**src/rtl/board_mem_pkg.sv**
```systemverilog
// Shared constants for the board-memory subsystem: RAM geometry, channel
// indices of the game-logic requesters, and the arbiter state encoding.
package board_mem_pkg;

    localparam int MEM_ADDR_W   = 7;
    localparam int MEM_DATA_W   = 2;
    localparam int NUM_BOARD_CH = 4;

    // Fixed channel assignment on the board RAM port.
    localparam int CH_INIT = 0;
    localparam int CH_VALI = 1;
    localparam int CH_FLIP = 2;
    localparam int CH_VGA  = 3;

    typedef enum logic {
        ST_IDLE  = 1'b0,
        ST_OWNED = 1'b1
    } arb_state_t;

endpackage

```
**src/rtl/board_mem_arbiter_rr_pick.sv**
```systemverilog
// Winner selection for the board-memory arbiter: lowest set index, or the
// first set index strictly after a base index (with wrap) in round-robin mode.
module rr_pick #(
    parameter int NUM_CH = 4,
    parameter int IDX_W  = 2
) (
    input  logic [NUM_CH-1:0] req_vec,
    input  logic [IDX_W-1:0]  base,
    input  logic              rr_mode,
    output logic [NUM_CH-1:0] winner,
    output logic              any_valid
);

    always_comb begin
        int idx;
        // NOTE: every output of a combinational block gets a default before
        // any conditional assignment; otherwise synthesis infers a latch.
        winner    = '0;
        any_valid = |req_vec;
        idx       = 0;
        if (rr_mode) begin
            // Walk from the farthest offset down so the nearest one after base wins.
            for (int off = NUM_CH; off >= 1; off--) begin
                idx = (int'(base) + off) % NUM_CH;
                if (req_vec[IDX_W'(idx)]) begin
                    winner             = '0;
                    winner[IDX_W'(idx)] = 1'b1;
                end
            end
        end else begin
            for (int i = NUM_CH - 1; i >= 0; i--) begin
                if (req_vec[i]) begin
                    winner    = '0;
                    winner[i] = 1'b1;
                end
            end
        end
    end

endmodule

```
**src/rtl/board_mem_arbiter.sv**
```systemverilog
// Registered request/grant arbiter sharing the single-port board RAM among
// NUM_CH engines, with bounded hold time, lock override and tagged read return.
module board_mem_arbiter
    import board_mem_pkg::*;
#(
    parameter int NUM_CH   = 4,
    parameter int ADDR_W   = board_mem_pkg::MEM_ADDR_W,
    parameter int DATA_W   = board_mem_pkg::MEM_DATA_W,
    parameter int RR_MODE  = 0,
    parameter int MAX_HOLD = 16
) (
    input  logic                     clk,
    input  logic                     rst_n,
    input  logic [NUM_CH-1:0]        req,
    input  logic [NUM_CH-1:0]        lock,
    input  logic [NUM_CH*ADDR_W-1:0] addr_in,
    input  logic [NUM_CH*DATA_W-1:0] data_in,
    input  logic [NUM_CH-1:0]        wren_in,
    input  logic [DATA_W-1:0]        mem_q,
    output logic [NUM_CH-1:0]        gnt,
    output logic [ADDR_W-1:0]        addr_out,
    output logic [DATA_W-1:0]        data_out,
    output logic                     wren_out,
    output logic [DATA_W-1:0]        rdata,
    output logic [NUM_CH-1:0]        rvalid,
    output logic                     busy
);

    localparam int IDX_W  = (NUM_CH > 1) ? $clog2(NUM_CH) : 1;
    localparam int HOLD_W = $clog2(MAX_HOLD + 1);
    localparam logic [HOLD_W-1:0] HOLD_MAX = HOLD_W'(MAX_HOLD);
    localparam logic [IDX_W-1:0]  LAST_RST = IDX_W'(NUM_CH - 1);

    arb_state_t        state_q, state_d;
    logic [IDX_W-1:0]  owner_q, owner_d;
    logic [IDX_W-1:0]  last_q, last_d;
    logic [NUM_CH-1:0] gnt_q, gnt_d;
    logic [HOLD_W-1:0] hold_q, hold_d;
    logic [NUM_CH-1:0] rvalid_q;

    logic [NUM_CH-1:0] cand;
    logic [NUM_CH-1:0] win_oh;
    logic [IDX_W-1:0]  win_idx;
    logic              win_any;

    // The owner is never a candidate: on release its req is already low, and
    // on preemption the grant must pass to someone else.
    assign cand = (state_q == ST_OWNED) ? (req & ~gnt_q) : req;

    rr_pick #(
        .NUM_CH (NUM_CH),
        .IDX_W  (IDX_W)
    ) u_pick (
        .req_vec   (cand),
        .base      (last_q),
        .rr_mode   (RR_MODE != 0),
        .winner    (win_oh),
        .any_valid (win_any)
    );

    always_comb begin
        win_idx = '0;
        for (int i = 0; i < NUM_CH; i++) begin
            if (win_oh[i]) win_idx = IDX_W'(i);
        end
    end

    // NOTE: state registers use non-blocking assignments so every flop samples
    // the pre-edge value of every other flop regardless of block order.
    always_ff @(posedge clk or negedge rst_n) begin
        if (!rst_n) begin
            state_q <= ST_IDLE;
            owner_q <= '0;
            last_q  <= LAST_RST;
            gnt_q   <= '0;
            hold_q  <= '0;
        end else begin
            state_q <= state_d;
            owner_q <= owner_d;
            last_q  <= last_d;
            gnt_q   <= gnt_d;
            hold_q  <= hold_d;
        end
    end

    always_comb begin
        state_d = state_q;
        owner_d = owner_q;
        last_d  = last_q;
        gnt_d   = gnt_q;
        hold_d  = hold_q;

        case (state_q)
            ST_IDLE: begin
                if (win_any) begin
                    state_d = ST_OWNED;
                    gnt_d   = win_oh;
                    owner_d = win_idx;
                    last_d  = win_idx;
                    hold_d  = HOLD_W'(1);
                end
            end

            ST_OWNED: begin
                if (!req[owner_q]) begin
                    // Release hands straight to the next winner, no dead cycle.
                    if (win_any) begin
                        gnt_d   = win_oh;
                        owner_d = win_idx;
                        last_d  = win_idx;
                        hold_d  = HOLD_W'(1);
                    end else begin
                        state_d = ST_IDLE;
                        gnt_d   = '0;
                        hold_d  = '0;
                    end
                end else if ((hold_q == HOLD_MAX) && !lock[owner_q] && win_any) begin
                    gnt_d   = win_oh;
                    owner_d = win_idx;
                    last_d  = win_idx;
                    hold_d  = HOLD_W'(1);
                end else if (hold_q != HOLD_MAX) begin
                    hold_d = hold_q + 1'b1;
                end
            end

            default: begin
                state_d = ST_IDLE;
                gnt_d   = '0;
                hold_d  = '0;
            end
        endcase
    end

    // A granted, requesting, non-writing cycle is a read; its data returns next cycle.
    always_ff @(posedge clk or negedge rst_n) begin
        if (!rst_n) begin
            rvalid_q <= '0;
        end else begin
            rvalid_q <= gnt_q & req & ~wren_in;
        end
    end

    // Bus mux driven from registered owner/grant so an async reset kills it at once.
    always_comb begin
        addr_out = '0;
        data_out = '0;
        wren_out = 1'b0;
        if (|gnt_q) begin
            addr_out = addr_in[int'(owner_q)*ADDR_W +: ADDR_W];
            data_out = data_in[int'(owner_q)*DATA_W +: DATA_W];
            wren_out = wren_in[owner_q] & req[owner_q] & gnt_q[owner_q];
        end
    end

    assign gnt    = gnt_q;
    assign busy   = |gnt_q;
    assign rvalid = rvalid_q;
    assign rdata  = mem_q;

endmodule

```
**config.mk**
```make
export PLATFORM = sky130hd
export DESIGN_NAME = board_mem_arbiter
export DESIGN_NICKNAME = d
export VERILOG_FILES = /design/src/rtl/board_mem_pkg.sv /design/src/rtl/board_mem_arbiter_rr_pick.sv /design/src/rtl/board_mem_arbiter.sv
export SDC_FILE = /design/constraint.sdc
export NUM_CORES = 1
export LEC_CHECK = 0
export BUFFER_PORTS_ARGS = -buffer_cell sky130_fd_sc_hd__clkbuf_2
export CAP_MARGIN = 20
export CORE_MARGIN = 2
export CORE_UTILIZATION = 50
export DETAILED_ROUTE_END_ITERATION = 10
export HOLD_SLACK_MARGIN = 0.05
export PLACE_DENSITY_LB_ADDON = 0.05
export SYNTH_ARGS = -nofsm -noshare
export SYNTH_HDL_FRONTEND = slang
export SYNTH_HIERARCHICAL = 1
export SYNTH_SLANG_ARGS = --single-unit
```
**constraint.sdc**
```tcl
create_clock -name clk -period 3.3 [get_ports clk]
set_clock_uncertainty 0.05 [all_clocks]
set_input_delay 0 -clock clk [delete_from_list [all_inputs] [get_ports clk]]
set_output_delay 0 -clock clk [all_outputs]
set_load 0.03 [all_outputs]
```
# Word level (Yosys, flattened, before mapping)
# Index checks and enable logic that the tools add are counted.
# word_totals
elab_cells,67
ff_bits,16
out_inout_bits,21
inputBits,52
# classes
n_shift,2
order_cmp,1
multipliers,1
mux,37
bitwise,8
n_eq_ne,5
reduce_logical,7
n_addsub,1
# ops
cell,n
4-bit two-way mux,9
28-bit by 6-bit indexed part select with 7-bit output,1
5-bit two-way mux,4
4-bit bitwise AND,3
2-bit two-way mux,6
5-bit case mux with 2 select lines,1
1-bit two-way mux,9
1-bit binary-select mux with 2-bit select,4
4-bit inverter,2
4-bit case mux with 2 select lines,1
4-bit OR reduction,2
8-bit by 4-bit indexed part select with 2-bit output,1
7-bit two-way mux,1
5-bit by 1-bit adder with 5-bit output (second input constant),1
5-bit == test (second input constant),1
2-bit by 3-bit multiplier with 5-bit output (second input constant),1
5-bit != test (second input constant),1
4-bit by 2-bit != test with 1-bit output (second input constant),1
2-bit case mux with 2 select lines,1
2-bit AND reduction,2
2-bit by 3-bit < comparator with 1-bit output (second input constant),1
3-bit by 2-bit != test with 1-bit output (second input constant),1
1-bit bitwise AND,2
1-bit logical AND,2
4 further kinds,4

# Depth between registers and ports, before layout
# Gate-level depths: netlist of run 1.
# logic_depth
word_depth,13
mapped_depth,10
ltp_nobuf,9

# Modules after synthesis
# Netlist of run 1, hierarchy kept.
# by_module_without_submodules
mod,area_each_um2,instances,seq_area_each_um2,cells_each
board_mem_arbiter,1396.3,1,452.9,121
rr_pick,568.0,1,0.0,64

# Least setup slack after synthesis of run 1
# Ideal clock, no wire load.
# synth_timing
path_kind,flip-flop to flip-flop
start,reg state_q
end,reg hold_q[2]
path_slack_ps,880
required_time_ps,3168
setup_time_ps,82
arrival_time_ps,2289
synth_period_minus_slack_ps,2420
path_stages_with_launch,9
cell_sequence,dfrtp_1 clkbuf_1 a21boi_0 buf_2 or4_1 inv_1 o31ai_1 or3b_1 a31oi_1
# synth_via
elab_chain_cells,6
# synth_rtl
item,line,source
start: declaration,board_mem_arbiter.sv:34,"arb_state_t state_q, state_d;"
start signal: assignment,board_mem_arbiter.sv:78,state_q <= state_d;
4-bit two-way mux *,board_mem_arbiter.sv:48,assign cand = (state_q == ST_OWNED) ? (req & ~gnt_q) : req;
via cand[0],board_mem_arbiter.sv:41,logic [NUM_CH-1:0] cand;
4-bit OR reduction *,board_mem_arbiter_rr_pick.sv:19,any_valid = |req_vec;
via win_any,board_mem_arbiter.sv:44,logic win_any;
1-bit logical AND,board_mem_arbiter.sv:117,end else if ((hold_q == HOLD_MAX) && !lock[owner_q] && win_any) begin
5-bit two-way mux,board_mem_arbiter.sv:117,
5-bit two-way mux,board_mem_arbiter.sv:105,if (!req[owner_q]) begin
5-bit case mux with 2 select lines,board_mem_arbiter.sv:93,case (state_q)
end signal: assignment,board_mem_arbiter.sv:82,hold_q <= hold_d;
end: declaration,board_mem_arbiter.sv:38,"logic [HOLD_W-1:0] hold_q, hold_d;"
# The timed path passes the listed nets; every way through them passes the cells marked *.
# A chain may end at the register's enable or synchronous reset.

# Worst setup path after layout of run 1
# layout_timing
start,reg state_q
end,"reg gnt_q[2], in the netlist gnt[2]"
# layout_rtl
item,line,source
4-bit two-way mux *,board_mem_arbiter.sv:48,
via cand[3],board_mem_arbiter.sv:41,
4-bit OR reduction *,board_mem_arbiter_rr_pick.sv:19,
via win_any,board_mem_arbiter.sv:44,
4-bit two-way mux / 1-bit logical AND (equally long branches),"board_mem_arbiter.sv:107, board_mem_arbiter.sv:117",
4-bit two-way mux / 3-bit by 2-bit != test with 1-bit output (equally long branches),n/a,
4-bit case mux with 2 select lines / 2-bit AND reduction (equally long branches),n/a,
end signal: assignment,board_mem_arbiter.sv:81,gnt_q <= gnt_d;
end: declaration,board_mem_arbiter.sv:37,"logic [NUM_CH-1:0] gnt_q, gnt_d;"
# The timed path passes the listed nets; every way through them passes the cells marked *. The select of a mux whose other input is x is not followed.

==> run metrics, run 1 <==
Final Max Tran Viols 0; arrival time worst endpoint 2.64 ns; Synth cell types 64; core area 0.00372 mm2; Chip Width 66.7 um; top-area cell type share of the netlist area 20.4%; die height 66.7 um; Commonest cells post-synth dfrtp_1, nand2_1, nor2b_1; IO Port Bufs 68; Post-DP HPWL 3770 um; syn avg cell area 10.6 um2; drt pass-1 iters 4; pin count of the biggest net entering global routing 19; Final Setup Violations 0; CP startpoint kind register; Critical Path Max Stage Delay 0.60 ns; CTS tree built; Layout Utilization 66.1%; Static Leak 1.21 nW; Synth area leader dfrtp_1; CP Class reg2reg; final wirelength 4990 um; fillers 323; GRT Total Usage 23.7%; Syn. warnings 6; post-CTS setup buffer count 0; Post-CTS Hold Fix Bufs 11; top area cells in the synthesized netlist dfrtp_1, mux4_2, mux4_1; CP max FO 14; most common cell in the netlist dfrtp_1; worst-margin pin slew 0.943 ns; top_reg_cell synth dfrtp_1; Cell Area, Synth 0.00196 mm2; post-synthesis sequential area ratio 23.1%; detailed-route via count 1772; final antenna-violating net count 0; initial antenna violation count 0; area growth from synthesis to layout 25.0%; Post-route DRC 0; Peak VDD IR 499 uV; EDFF count, synth 0; Routed WL per cell 15.8 um; slowest CP cell or4_1; Tcrit/Tclk final 75.9%; final hold vios 0; worst path cell trace a21boi_0 > or4_1 > inv_1 > mux2i_1 > a21oi_1 > a22o_1; fmax 399 MHz; I/O pins 73; clock buffer depth 2; grt total ovfl 0; unrepaired setup endpoints after global routing no; outcome finished, final reports clean; cts bufs inserted 3; clock slew at reported path FFs 0.07 ns; Inserted Diodes 0; CTS root buffer clkbuf_8; Worst slew margin 36.6%; Power Total 2.17 mW; number of global-route vias before repair 1714; PostCTS Resize Cnt 0; layout cells sized above 1 38.6%; 1st-iter DRT viols 116; worst min path class in2async; Sink Count 18; die area 0.00445 mm2; Initial Util 52.9%; #FFs+latches synth 18; H-tree depth 1; synthesized instance count 185; clk_lat worst skew 0.25 ns; Async SR Flop Fraction 100%; first-pass GRT wire length 8080 um; Final min period 2.51 ns; Worst Setup End Kind register; GPL Wtd Cong 0.903; Hold WS 0.185 ns; TNS Setup 0 ns; vias per cell 5.63; num rows 22; # nets final 330; PwrDens 885 mW/mm2; Placed Area 0.00230 mm2; required time of the critical path 3.43 ns; Max Cap Viol 0; cell area after layout 0.00245 mm2
==> critical path: cells and delay by family, from the launching register on <==
family                 cells  cell delay (ns)
AO/OA/AOI/OAI              3             0.98
multiplexers               1             0.09
buffers and inverters      1             0.15
flip-flops                 1             0.57
AND/OR/NAND/NOR            1             0.60
==> cell usage in the layout (no fill, tap or decap), types with 5 or more instances in the layout <==
cell	count
mux4_2	9
mux2i_1	6
ha_1	10
clkbuf_2	68
nand3_1	5
mux4_1	6
nand4_1	6
dlygate4sd3_1	11
dfrtp_1	16
inv_1	9
nor2b_1	12
nor2_1	7
conb_1	8
nand2_1	13
==> final timing paths <==
kind,start,end,slack [ns],cells past startpoint
max,state_q$_DFF_PN0_,gnt[2]$_DFFE_PN0P_,0.79,6
min,rst_n,hold_q[3]$_DFFE_PN0P_,0.18,2
max reg2reg,state_q$_DFF_PN0_,gnt[2]$_DFFE_PN0P_,0.79,6
min reg2reg,hold_q[4]$_DFFE_PN0P_,hold_q[4]$_DFFE_PN0P_,0.44,1
max in group asynchronous,rst_n,last_q[1]$_DFFE_PN1P_,2.66,2
min in group clk,req[1],hold_q[1]$_DFFE_PN0P_,0.33,5
==> power by group <==
part / total, mW / switching, mW / internal, mW
clock: 0.158 / 0.0721 / 0.0856
combinational: 1.53 / 0.854 / 0.678
sequential: 0.484 / 0.176 / 0.308
==> state kept, by name, summed over array words and instances (netlist names) <==
signal,count
owner_q,2
gnt,4
hold_q,5
rvalid,4
state_q,1
last_q,2
==> layer usage <==
metal | wire [um] | global-route usage (%)
met1 | 2130 | 31.5
met4 | 81 | 6.12
met3 | 174 | 3.21
met5 | 0 | 0
met2 | 2600 | 40.4
==> cell families after synthesis <==
group,after synthesis,share of synthesized area (%)
multiplexers,28,26.2
XOR/XNOR,1,0.446
flip-flops,18,23.1
AO/OA/AOI/OAI,39,15.3
AND/OR/NAND/NOR,66,20.4
adder cells (fa/ha/maj),10,6.37
buffers and inverters,22,8.09
other,1,0.191
==> cell type report <==
cell class	count	area (um2)	share of cell area (%)
Sequential cell	18	453	18.5
Clock buffer	4	45.0	1.83
Multi-Input combinational cell	152	1380	56.2
Timing Repair Buffer	83	480	19.6
Inverter	10	37.5	1.53
Tap cell	48	60.1	2.45
==> per-stage QoR <==
stage / cells / worst slack, ns
2_1_floorplan: 192 / 0.880
3_3_place_gp: 300 / 0.912
3_5_place_dp: 300 / 0.863
6_report: 315 / 0.794
5_1_grt: 315 / 0.545
4_1_cts: 315 / 0.813
Power figures use the tool's default switching activity.
==> run 2, diff against run 1 <==
Settings changed: ABC_AREA from default to 1, CORE_UTILIZATION 50 to 45.
Clock period 3.3 ns to 2.3 ns, I/O delays scaled along.
==> run 2 against run 1 <==
Clock-buffer cell count did not move; flip-flop and latch count unchanged; global-route usage is 2.3 points lower; core utilization is 4.5 points lower; via count increased by 18%; worst setup slack lost 0.52 ns; power grew 62%; die area grew 8.4%; clock power increased by 64%; highest routed layer unchanged; largest power group unchanged; sequential power up 31%.
==> run metrics, run 2 <==
commonest non-fill, non-tap cell in the layout nand2_1; final hold vios 0; vias per cell 4.79; Syn. warnings 6; core area 0.00406 mm2; clk_lat worst skew 0.25 ns; CP Class reg2reg; I/O pins 73; # nets final 449; #FFs+latches synth 18; Peak VDD IR 939 uV; Final Setup Violations 0; Routed WL per cell 11.6 um; Worst R2R Path Depth 11; layout cells sized above 1 30.6%; Layout Cells excl Fill 436; synthesized instance count 301; Max Cap Viol 0; clock slew at reported path FFs 0.07 ns; fillers 398; top_reg_cell synth dfrtp_1; grt total ovfl 0; 1st-iter DRT viols 82; num rows 23; drt pass-1 iters 4; Chip Width 69.4 um; commonest non-fill, non-tap cells in the layout nand2_1, clkbuf_2, nor2_1; unrepaired setup endpoints after global routing no; required time of the critical path 2.44 ns; Async SR Flop Fraction 100%; post-synthesis sequential area ratio 23.5%; die area 0.00482 mm2; fmax 493 MHz; Final Max Tran Viols 0; clock buffer depth 2; die height 69.4 um; PwrDens 1410 mW/mm2; pin count of the biggest net entering global routing 25; Synth area leader dfrtp_1; CTS tree built; cts bufs inserted 3; post-CTS setup buffer count 0; Worst Setup End Kind register; GPL Wtd Cong 0.851; worst path cell trace a21boi_1 > inv_1 > nand3_1 > inv_1 > nor2_1 > nand3_1 > nand2_4 > nand2_4 > nand2_1 > nand2_1 > nand2_1; Post-DP HPWL 4090 um; H-tree depth 1; Inserted Diodes 0; final wirelength 5040 um; worst min path class in2async; detailed-route via count 2090; top-area cell type share of the netlist area 20.8%; CP max FO 14; Power Total 3.51 mW; CTS root buffer clkbuf_8; Top cell by count, worst path nand2_1; Placed Area 0.00233 mm2; dpl cells 421; Post-route DRC 0; initial antenna violation count 0; crit path launch gnt[2]$_DFFE_PN0P_; top area cells in the synthesized netlist dfrtp_1, nand2_1, nor2_1; slowest CP cell dfrtp_1; area growth from synthesis to layout 29.8%; first-pass GRT wire length 8630 um; Synth cell types 35; cell area after layout 0.00250 mm2; most common cell in the netlist nand2_1; number of flip-flops under the largest register name 5; IO Port Bufs 68; syn avg cell area 6.40 um2; Sink Count 18; TNS Setup 0 ns; worst r2r src gnt[2]$_DFFE_PN0P_; CP startpoint kind register; Commonest cells post-synth nand2_1, nor2_1, nand3_1; arrival time worst endpoint 2.17 ns; number of global-route vias before repair 1899; final antenna-violating net count 0; EDFF count, synth 0; Static Leak 1.42 nW; Hold WS 0.171 ns; R2R Setup Slk 0.27 ns; Tcrit/Tclk final 88.1%; Critical Path Max Stage Delay 0.44 ns; outcome finished, final reports clean; GRT Total Usage 21.3%; Initial Util 47.5%; Most flops, register hold_q; Final min period 2.03 ns; Cell Area, Synth 0.00193 mm2
run 2: critical path, delay by kind of cell (launching register included):
| kind | cells | cell delay (ns) |
|---|---|---|
| simple gates | 8 | 0.97 |
| buf+inv | 2 | 0.21 |
| compound gates | 1 | 0.28 |
| flops | 1 | 0.44 |
run 2: area by class of cell:
| class | instances | area [um2] | share of cell area [%] |
|---|---|---|---|
| Timing Repair Buffer | 86 | 503 | 20.1 |
| Inverter | 31 | 121 | 4.85 |
| Tap cell | 50 | 62.6 | 2.50 |
| Sequential cell | 18 | 453 | 18.1 |
| Clock buffer | 4 | 55.1 | 2.20 |
| Multi-Input combinational cell | 247 | 1310 | 52.2 |
run 2: final timing paths:
kind                                         end
hold reg to reg            last_q[1]$_DFFE_PN1P_
hold / removal                gnt[0]$_DFFE_PN0P_
max in group asynchronous  last_q[1]$_DFFE_PN1P_
setup / recovery           hold_q[0]$_DFFE_PN0P_
setup reg to reg           hold_q[0]$_DFFE_PN0P_
min in group clk               state_q$_DFF_PN0_
run 2: stage by stage:
stage          worst slack, ns  util, %
2_1_floorplan            0.136        -
3_3_place_gp             0.365     57.5
3_5_place_dp             0.211     57.5
4_1_cts                  0.165     61.6
5_1_grt                 0.0474     61.6
6_report                 0.273     61.6
run 2: cells by family (layout without fill, tap and decap cells):
logic type / after synthesis / in the layout / share of synthesized area, %
compound gates: 49 / 49 / 16.0
fa+ha+maj: 10 / 10 / 6.50
flops: 18 / 18 / 23.5
buf+inv: 42 / 121 / 10.2
xor+xnor: 3 / 3 / 1.36
simple gates: 178 / 178 / 42.2
other cells: 1 / 7 / 0.195
run 2: power by group:
group / switching, mW / internal (mW)
sequential: 0.196 / 0.438
clock: 0.107 / 0.152
combinational: 1.75 / 0.876
run 2: what timing repair did:
action / in CTS / in global routing
hold endpoints to repair: 24 / 0
setup endpoints to repair: 0 / 4
gates resized for setup: 0 / 1
hold buffers: 11 / 0
run 2: routing by layer:
layer	global-route usage, %	vias to the layer above	routed length (um)
met1	27.3	893	2290
met5	0	-	0
met3	4.51	6	332
li1	-	1128	-
met2	37.2	63	2380
met4	3.92	0	37
